==> src/rtl/spi_sclk_gen.sv <==
// SPI serial clock generator: divides clk_i into bursts of len_i SCLK cycles with lead/trail strobes.
// Optional macro SPI_SCLK_CPOL_EN makes cpol_i select the SCLK idle level; otherwise SCLK idles low.
module spi_sclk_gen #(
    parameter int CNT_W = 16,
    parameter int LEN_W = 6
) (
    input  logic             clk_i,
    input  logic             rst,
    input  logic             en_i,
    input  logic             start_i,
    input  logic [CNT_W-1:0] half_div_i,
    input  logic [LEN_W-1:0] len_i,
    input  logic             cpol_i,
    output logic             sclk_o,
    output logic             lead_o,
    output logic             trail_o,
    output logic             busy_o,
    output logic             done_o
);

    typedef enum logic {
        IDLE = 1'b0,
        RUN  = 1'b1
    } state_t;

    state_t           state_q, state_d;
    logic [CNT_W-1:0] cnt_q, cnt_d;
    logic [CNT_W-1:0] half_q, half_d;
    logic [LEN_W-1:0] edges_q, edges_d;
    logic [LEN_W-1:0] len_q, len_d;
    logic             sclk_q, sclk_d;
    logic             lead_q, lead_d;
    logic             trail_q, trail_d;
    logic             done_q, done_d;
    logic             idle_now;
    logic             idle_run;

`ifdef SPI_SCLK_CPOL_EN
    logic cpol_q, cpol_d;
    assign idle_now = cpol_i;
    assign idle_run = cpol_q;
`else
    logic unused_cpol;
    assign unused_cpol = cpol_i;
    assign idle_now    = 1'b0;
    assign idle_run    = 1'b0;
`endif

    always_comb begin
        state_d = state_q;
        cnt_d   = cnt_q;
        half_d  = half_q;
        edges_d = edges_q;
        len_d   = len_q;
        sclk_d  = sclk_q;
        lead_d  = 1'b0;
        trail_d = 1'b0;
        done_d  = 1'b0;
`ifdef SPI_SCLK_CPOL_EN
        cpol_d  = cpol_q;
`endif
        case (state_q)
            IDLE: begin
                sclk_d  = idle_now;
                cnt_d   = '0;
                edges_d = '0;
                if (start_i && (half_div_i != '0) && (len_i != '0)) begin
                    half_d  = half_div_i;
                    len_d   = len_i;
                    state_d = RUN;
`ifdef SPI_SCLK_CPOL_EN
                    cpol_d  = cpol_i;
`endif
                end
            end
            RUN: begin
                if (en_i) begin
                    if (cnt_q == half_q - CNT_W'(1)) begin
                        cnt_d  = '0;
                        sclk_d = ~sclk_q;
                        // Leaving the idle level is a leading edge; returning to it closes one SCLK cycle.
                        if (sclk_q == idle_run) begin
                            lead_d = 1'b1;
                        end else begin
                            trail_d = 1'b1;
                            edges_d = edges_q + LEN_W'(1);
                            if (edges_q + LEN_W'(1) == len_q) begin
                                done_d  = 1'b1;
                                state_d = IDLE;
                            end
                        end
                    end else begin
                        cnt_d = cnt_q + CNT_W'(1);
                    end
                end
            end
            default: state_d = IDLE;
        endcase
    end

    always_ff @(posedge clk_i) begin
        if (!rst) begin
            state_q <= IDLE;
            cnt_q   <= '0;
            half_q  <= '0;
            edges_q <= '0;
            len_q   <= '0;
            sclk_q  <= 1'b0;
            lead_q  <= 1'b0;
            trail_q <= 1'b0;
            done_q  <= 1'b0;
`ifdef SPI_SCLK_CPOL_EN
            cpol_q  <= 1'b0;
`endif
        end else begin
            state_q <= state_d;
            cnt_q   <= cnt_d;
            half_q  <= half_d;
            edges_q <= edges_d;
            len_q   <= len_d;
            sclk_q  <= sclk_d;
            lead_q  <= lead_d;
            trail_q <= trail_d;
            done_q  <= done_d;
`ifdef SPI_SCLK_CPOL_EN
            cpol_q  <= cpol_d;
`endif
        end
    end

    assign sclk_o  = sclk_q;
    assign lead_o  = lead_q;
    assign trail_o = trail_q;
    assign busy_o  = (state_q == RUN);
    assign done_o  = done_q;

endmodule

==> config.mk <==
export PLATFORM = sky130hd
export DESIGN_NAME = spi_sclk_gen
export DESIGN_NICKNAME = d
export VERILOG_FILES = /design/src/rtl/spi_sclk_gen.sv
export SDC_FILE = /design/constraint.sdc
export NUM_CORES = 1
export LEC_CHECK = 0
export BUFFER_PORTS_ARGS = -buffer_cell sky130_fd_sc_hd__buf_2
export CAP_MARGIN = 10
export CORE_ASPECT_RATIO = 2
export CORE_UTILIZATION = 32
export DETAILED_ROUTE_END_ITERATION = 10
export SLEW_MARGIN = 15
export SYNTH_ARGS = -nofsm -noshare
export SYNTH_HDL_FRONTEND = slang
export SYNTH_SLANG_ARGS = --single-unit
==> constraint.sdc <==
create_clock -name clk_i -period 6.75 [get_ports clk_i]
set_input_delay 0.3375 -clock clk_i [delete_from_list [all_inputs] [get_ports clk_i]]
set_output_delay 0.3375 -clock clk_i [all_outputs]
set_load 0.005 [all_outputs]
After elaboration in Yosys (flattened, before gate mapping)

Cells that the tools add are included.

$add $sub $neg: 3
Multiply operators: 0
Div/mod/pow operators: 0
Magnitude comparators: 0
Eq/ne operators: 5
Shift-type cells: 0
Mux-type cells: 19
Bitwise gates (word level): 2
Reduce and logical (&&, ||, !) cells: 9

Operators by type and width:

| operator                                                             | count |
|---|---|
| 16-bit two-way mux                                                   | 2 |
| 16-bit one-hot mux with 2 select lines                               | 1 |
| 6-bit two-way mux                                                    | 3 |
| 16-bit by 1-bit adder with 16-bit output, second input constant      | 1 |
| 16-bit == test                                                       | 1 |
| 16-bit nonzero test                                                  | 1 |
| 16-bit by 1-bit subtractor with 16-bit output, second input constant | 1 |
| 6-bit one-hot mux with 2 select lines                                | 1 |
| 1-bit two-way mux                                                    | 10 |
| 6-bit by 1-bit adder with 6-bit output, second input constant        | 1 |
| 6-bit == test                                                        | 1 |
| 6-bit nonzero test                                                   | 1 |
| 5-bit AND reduction                                                  | 1 |
| 2-bit by 1-bit != test with 1-bit output, second input constant      | 2 |
| 1-bit one-hot mux with 2 select lines                                | 2 |
| 2-bit AND reduction                                                  | 2 |
| 4-bit AND reduction                                                  | 1 |
| 3-bit AND reduction                                                  | 1 |
| 1-bit logical AND                                                    | 2 |
| 2-bit != test, second input constant                                 | 1 |
| 1-bit NOT                                                            | 2 |

Register bits after elaboration: 49
Latch bits: 0
Bits in writable memories: 0
Bits in read-only memories: 0
Memories kept: 0

Longest topological paths before layout

Depth after elaboration: 7
Mapped depth: 11
Depth with buffers taken out: 8

Worst setup path after synthesis

No wires, ideal clock.

Path kind: flip-flop to flip-flop
Start: register half_q[0]
End: register cnt_q[10]
Setup time: 0.133 ns
Data arrival time: 2.819 ns
Required time: 6.617 ns
Path slack: 3.798 ns
Cell stages (with the launch flop): 12
Path buffers: 3
Period minus slack after synthesis: 2.952 ns
Cell sequence: dfxtp_1 > clkbuf_1 > inv_1 > ha_1 > nor3b_1 > nand3_1 > xnor2_1 > or4_1 > buf_6 > nor4_4 > buf_6 > nor3_1

Longest elaborated chain between the ends: 5

RTL lines:

| what                                          | RTL line | RTL |
|---|---|---|
| start: declaration                            | 28       | `logic [CNT_W-1:0] half_q, half_d;` |
| start signal: assignment                      | 118      | `half_q <= half_d;` |
| 16-bit by 1-bit subtractor with 16-bit output | 78       | `if (cnt_q == half_q - CNT_W'(1)) begin` |
| 16-bit == test                                | 78       |  |
| 16-bit two-way mux                            | 78       |  |
| 16-bit two-way mux                            | 77       | `if (en_i) begin` |
| 16-bit one-hot mux with 2 select lines        | 62       | `case (state_q)` |
| end signal: assignment                        | 117      | `cnt_q <= cnt_d;` |
| end: declaration                              | 27       | `logic [CNT_W-1:0] cnt_q, cnt_d;` |

Every way passes these cells. The select of a mux whose other input is x is not followed.
A chain may end at the register's enable or synchronous reset.

Worst setup path after layout

Start: register half_q[0]
End: register lead_q (netlist: lead_o)

Longest elaborated chain between the ends: 3

RTL lines:

| what                                          | RTL line | RTL |
|---|---|---|
| 16-bit by 1-bit subtractor with 16-bit output | 78       |  |
| 16-bit == test                                | 78       |  |
| 4-bit AND reduction (no line)                 | --       |  |
| end signal: assignment                        | 122      | `lead_q <= lead_d;` |
| end: declaration                              | 32       | `logic lead_q, lead_d;` |

Every way passes these cells.

==> results.json <==
{
  "status": "complete, but fails checks",
  "violations": "design-rule violations",
  "num_rows": 49,
  "power_density_nw_per_um2": 204.2,
  "drc": 2,
  "startpoint_type": "register",
  "cts_hold_buf": 0,
  "ys_seq_area_share_pct": 32.56,
  "min_to": "len_q[0]",
  "clock_skew_ns": 0.005397,
  "gp_congestion": 0.8699,
  "crit_required_ns": 6.96,
  "hold_path_depth": 3,
  "fp.dieW_um": 70.61,
  "antenna_cells": 0,
  "rsz0062_at_grt": "no",
  "cp-end-kind": "register",
  "vias": 2526,
  "drt_iter0_drc": 134,
  "cp_max_fo": 16,
  "vias_per_cell": 5.527,
  "max_slew_margin_pct": 42.86,
  "dp.cells": 449,
  "finalHoldViolations": 0,
  "tns_ns": 0,
  "clk_latency_ns": 0.29,
  "synth_edf_count": 0,
  "synth.area.top_cells": "dfxtp_1 (33%), mux2i_1 (9.6%), xor2_1 (6.7%)",
  "synthCells": 334,
  "yosysUniqueCellTypes": 56,
  "gr-usage-all-layers_pct": 16.49,
  "fmax_mhz": 266.3,
  "cts-htree-levels": 2,
  "r2r_cells": 8,
  "drive_above_1_share_pct": 13.24,
  "start_util_pct": 33.20,
  "critPathKind": "reg -> reg",
  "antenna_found_initial": 0,
  "ir_drop_uv": 95.12,
  "final_antenna_net_count": 0,
  "reg2reg_slack_ns": 2.99,
  "totalWireLength_mm": 7.757,
  "synthFlopType": "dfxtp_1",
  "max-cap-violations": 0,
  "synth_top_area_cell": "dfxtp_1",
  "syn_area_um2": 3013,
  "dieArea_um2": 9831,
  "path_clk_slew_ns": 0.06,
  "slew_viol_final": 0,
  "cts_sinks": 49,
  "slowest_delay_ns": 0.78,
  "hp-class": "in -> reg",
  "wl_per_cell_um": 16.97,
  "finalSetupViolations": 0,
  "cp_top_family": "simple AND/OR/NAND/NOR gates",
  "period_share_pct": 55.64,
  "ys_warn_count": 0,
  "synthArstFlopShare_pct": 0,
  "grt_pass1_vias": 2486,
  "drt-pass1-iter-count": 9,
  "postSynthNetCount": 364,
  "grt_overflow_total": 0,
  "cts_tree": "yes",
  "fin_hold_ws_ns": 0.3212,
  "portBuffers": 30,
  "cp.arrival_ns": 3.96,
  "area_growth_pct": 11.05,
  "grt_pass1_wl_mm": 12.44,
  "grt_max_degree": 26,
  "power_leakage_nw": 1.264,
  "hold_start": "len_i[0]",
  "core_um2": 9074,
  "hpwlAfterDp_mm": 6.124,
  "cts_resized": 0,
  "ioPinCount": 32,
  "avgSynthCellArea_um2": 9.021,
  "cts_buffers": 5,
  "r2r-start": "half_q[0]",
  "cp_slowest_cell": "nor4_4",
  "die_h_um": 139.2,
  "stdcell_count": 457,
  "tightest_slew_ns": 0.8507,
  "path_cells": "inv_1 > ha_1 > nor3b_1 > nand3_1 > xnor2_1 > or4_1 > nor4_4 > nor3b_2",
  "synth_top_cell_area_share_pct": 32.56,
  "fin_nets": 384,
  "fin_crit_ns": 3.755,
  "clockRootBuffer": "clkbuf_16",
  "r2r_end": "lead_o",
  "cp_num_buf_inv": 1,
  "cts_setup_buffers": 0,
  "p_total_mw": 0.6831,
  "clockBufferDepth": 2,
  "yosys_register_bits": 49
}
[cells in the mapped netlist, types with 3 or more instances]
master and count:
a31oi_1 4, and3_1 5, buf_6 3, clkbuf_1 12, dfxtp_1 49, ha_1 3
inv_1 6, mux2i_1 29, nand2_1 18, nand2b_1 8, nand3_1 9, nand3b_1 3
nand4_1 7, nor2_1 17, nor2b_1 24, nor3_1 19, nor4_1 16, nor4_4 4
o2111ai_1 7, o21a_1 3, o21ai_0 7, or4_1 3, xnor2_1 15, xor2_1 23
[sequential cells by signal, indices dropped and copies added (netlist names)]
signal   count
busy_o       1
cnt_q       16
done_o       1
edges_q      6
half_q      16
lead_o       1
len_q        6
sclk_o       1
trail_o      1
[cell type report]
class	instances	area (um^2)
Sequential cell	49	980.9
Clock buffer	7	132.6
Timing Repair Buffer	31	157.7
Fill cell	936	5728
Multi-Input combinational cell	261	1917
Inverter	6	22.52
Clock inverter	1	7.507
Tap cell	102	127.6
[cell families after synthesis]
logic type | after synthesis | synth area share, %
AND/OR/NAND/NOR | 150 | 30.56
multiplexers | 29 | 9.635
AO/OA/AOI/OAI | 40 | 10.38
adder cells (fa/ha/maj) | 3 | 1.246
buffers and inverters | 24 | 3.820
flip-flops | 49 | 32.56
XOR/XNOR | 39 | 11.79
[worst min-delay path: stages]
cell and delay, ns:
buf_2 0.09, mux2i_1 0.06, nor2b_1 0.09
[per-stage QoR]
stage	area (um^2)	setup WS [ns]	utilization, %
after detailed placement	3206	3.046	35.33
after floorplan	3013	3.798	-
after global routing	3346	2.710	36.87
after global placement	3206	3.092	35.33
final	3346	2.995	36.87
after CTS	3346	2.999	36.87
[worst max path at each step]
| stage | slack [ns] | startpoint | depth (start not counted) | to |
|---|---|---|---|---|
| 6_report | 2.99 | half_q[0] | 8 | lead_o |
| 5_1_grt | 2.71 | half_q[0] | 8 | lead_o |
| 4_1_cts | 3.00 | half_q[0] | 8 | lead_o |
| 3_5_place_dp | 3.05 | half_q[0] | 8 | lead_o |
| 3_3_place_gp | 3.09 | half_q[0] | 8 | lead_o |
| 2_1_floorplan | 3.80 | half_q[0] | 11 | cnt_q[10] |
[layout by cell type (no fill, tap or decap), types with 3 or more instances in the layout]
cell type  count
a31oi_1        4
and3_1         5
buf_2         30
clkbuf_16      5
dfxtp_1       49
ha_1           3
inv_1          6
mux2i_1       29
nand2_1       18
nand2b_1       8
nand3_1        9
nand3b_1       3
nand4_1        7
nor2_1        17
nor2b_1       24
nor3_1        19
nor4_1        16
nor4_4         4
o2111ai_1      7
o21a_1         3
o21ai_0        7
or4_1          3
xnor2_1       15
xor2_1        23
[layer usage]
metal / share of wire, % / wire [um] / global-route usage, % / vias up
met5: 0 / 0 / 0 / -
met4: 6.1 / 477 / 10.74 / 0
met3: 1.9 / 151 / 2.462 / 24
met2: 57 / 4459 / 32.75 / 37
met1: 34 / 2669 / 14.76 / 1198
li1: - / - / - / 1267
[power breakdown]
| group | leakage [nW] | total (mW) | internal [mW] | switching [mW] |
|---|---|---|---|---|
| sequential | 0.399 | 0.316 | 0.299 | 0.0175 |
| clock | 0.0641 | 0.243 | 0.138 | 0.105 |
| combinational | 0.801 | 0.124 | 0.0539 | 0.0698 |
Note: power is estimated with default switching activity, not from simulation.
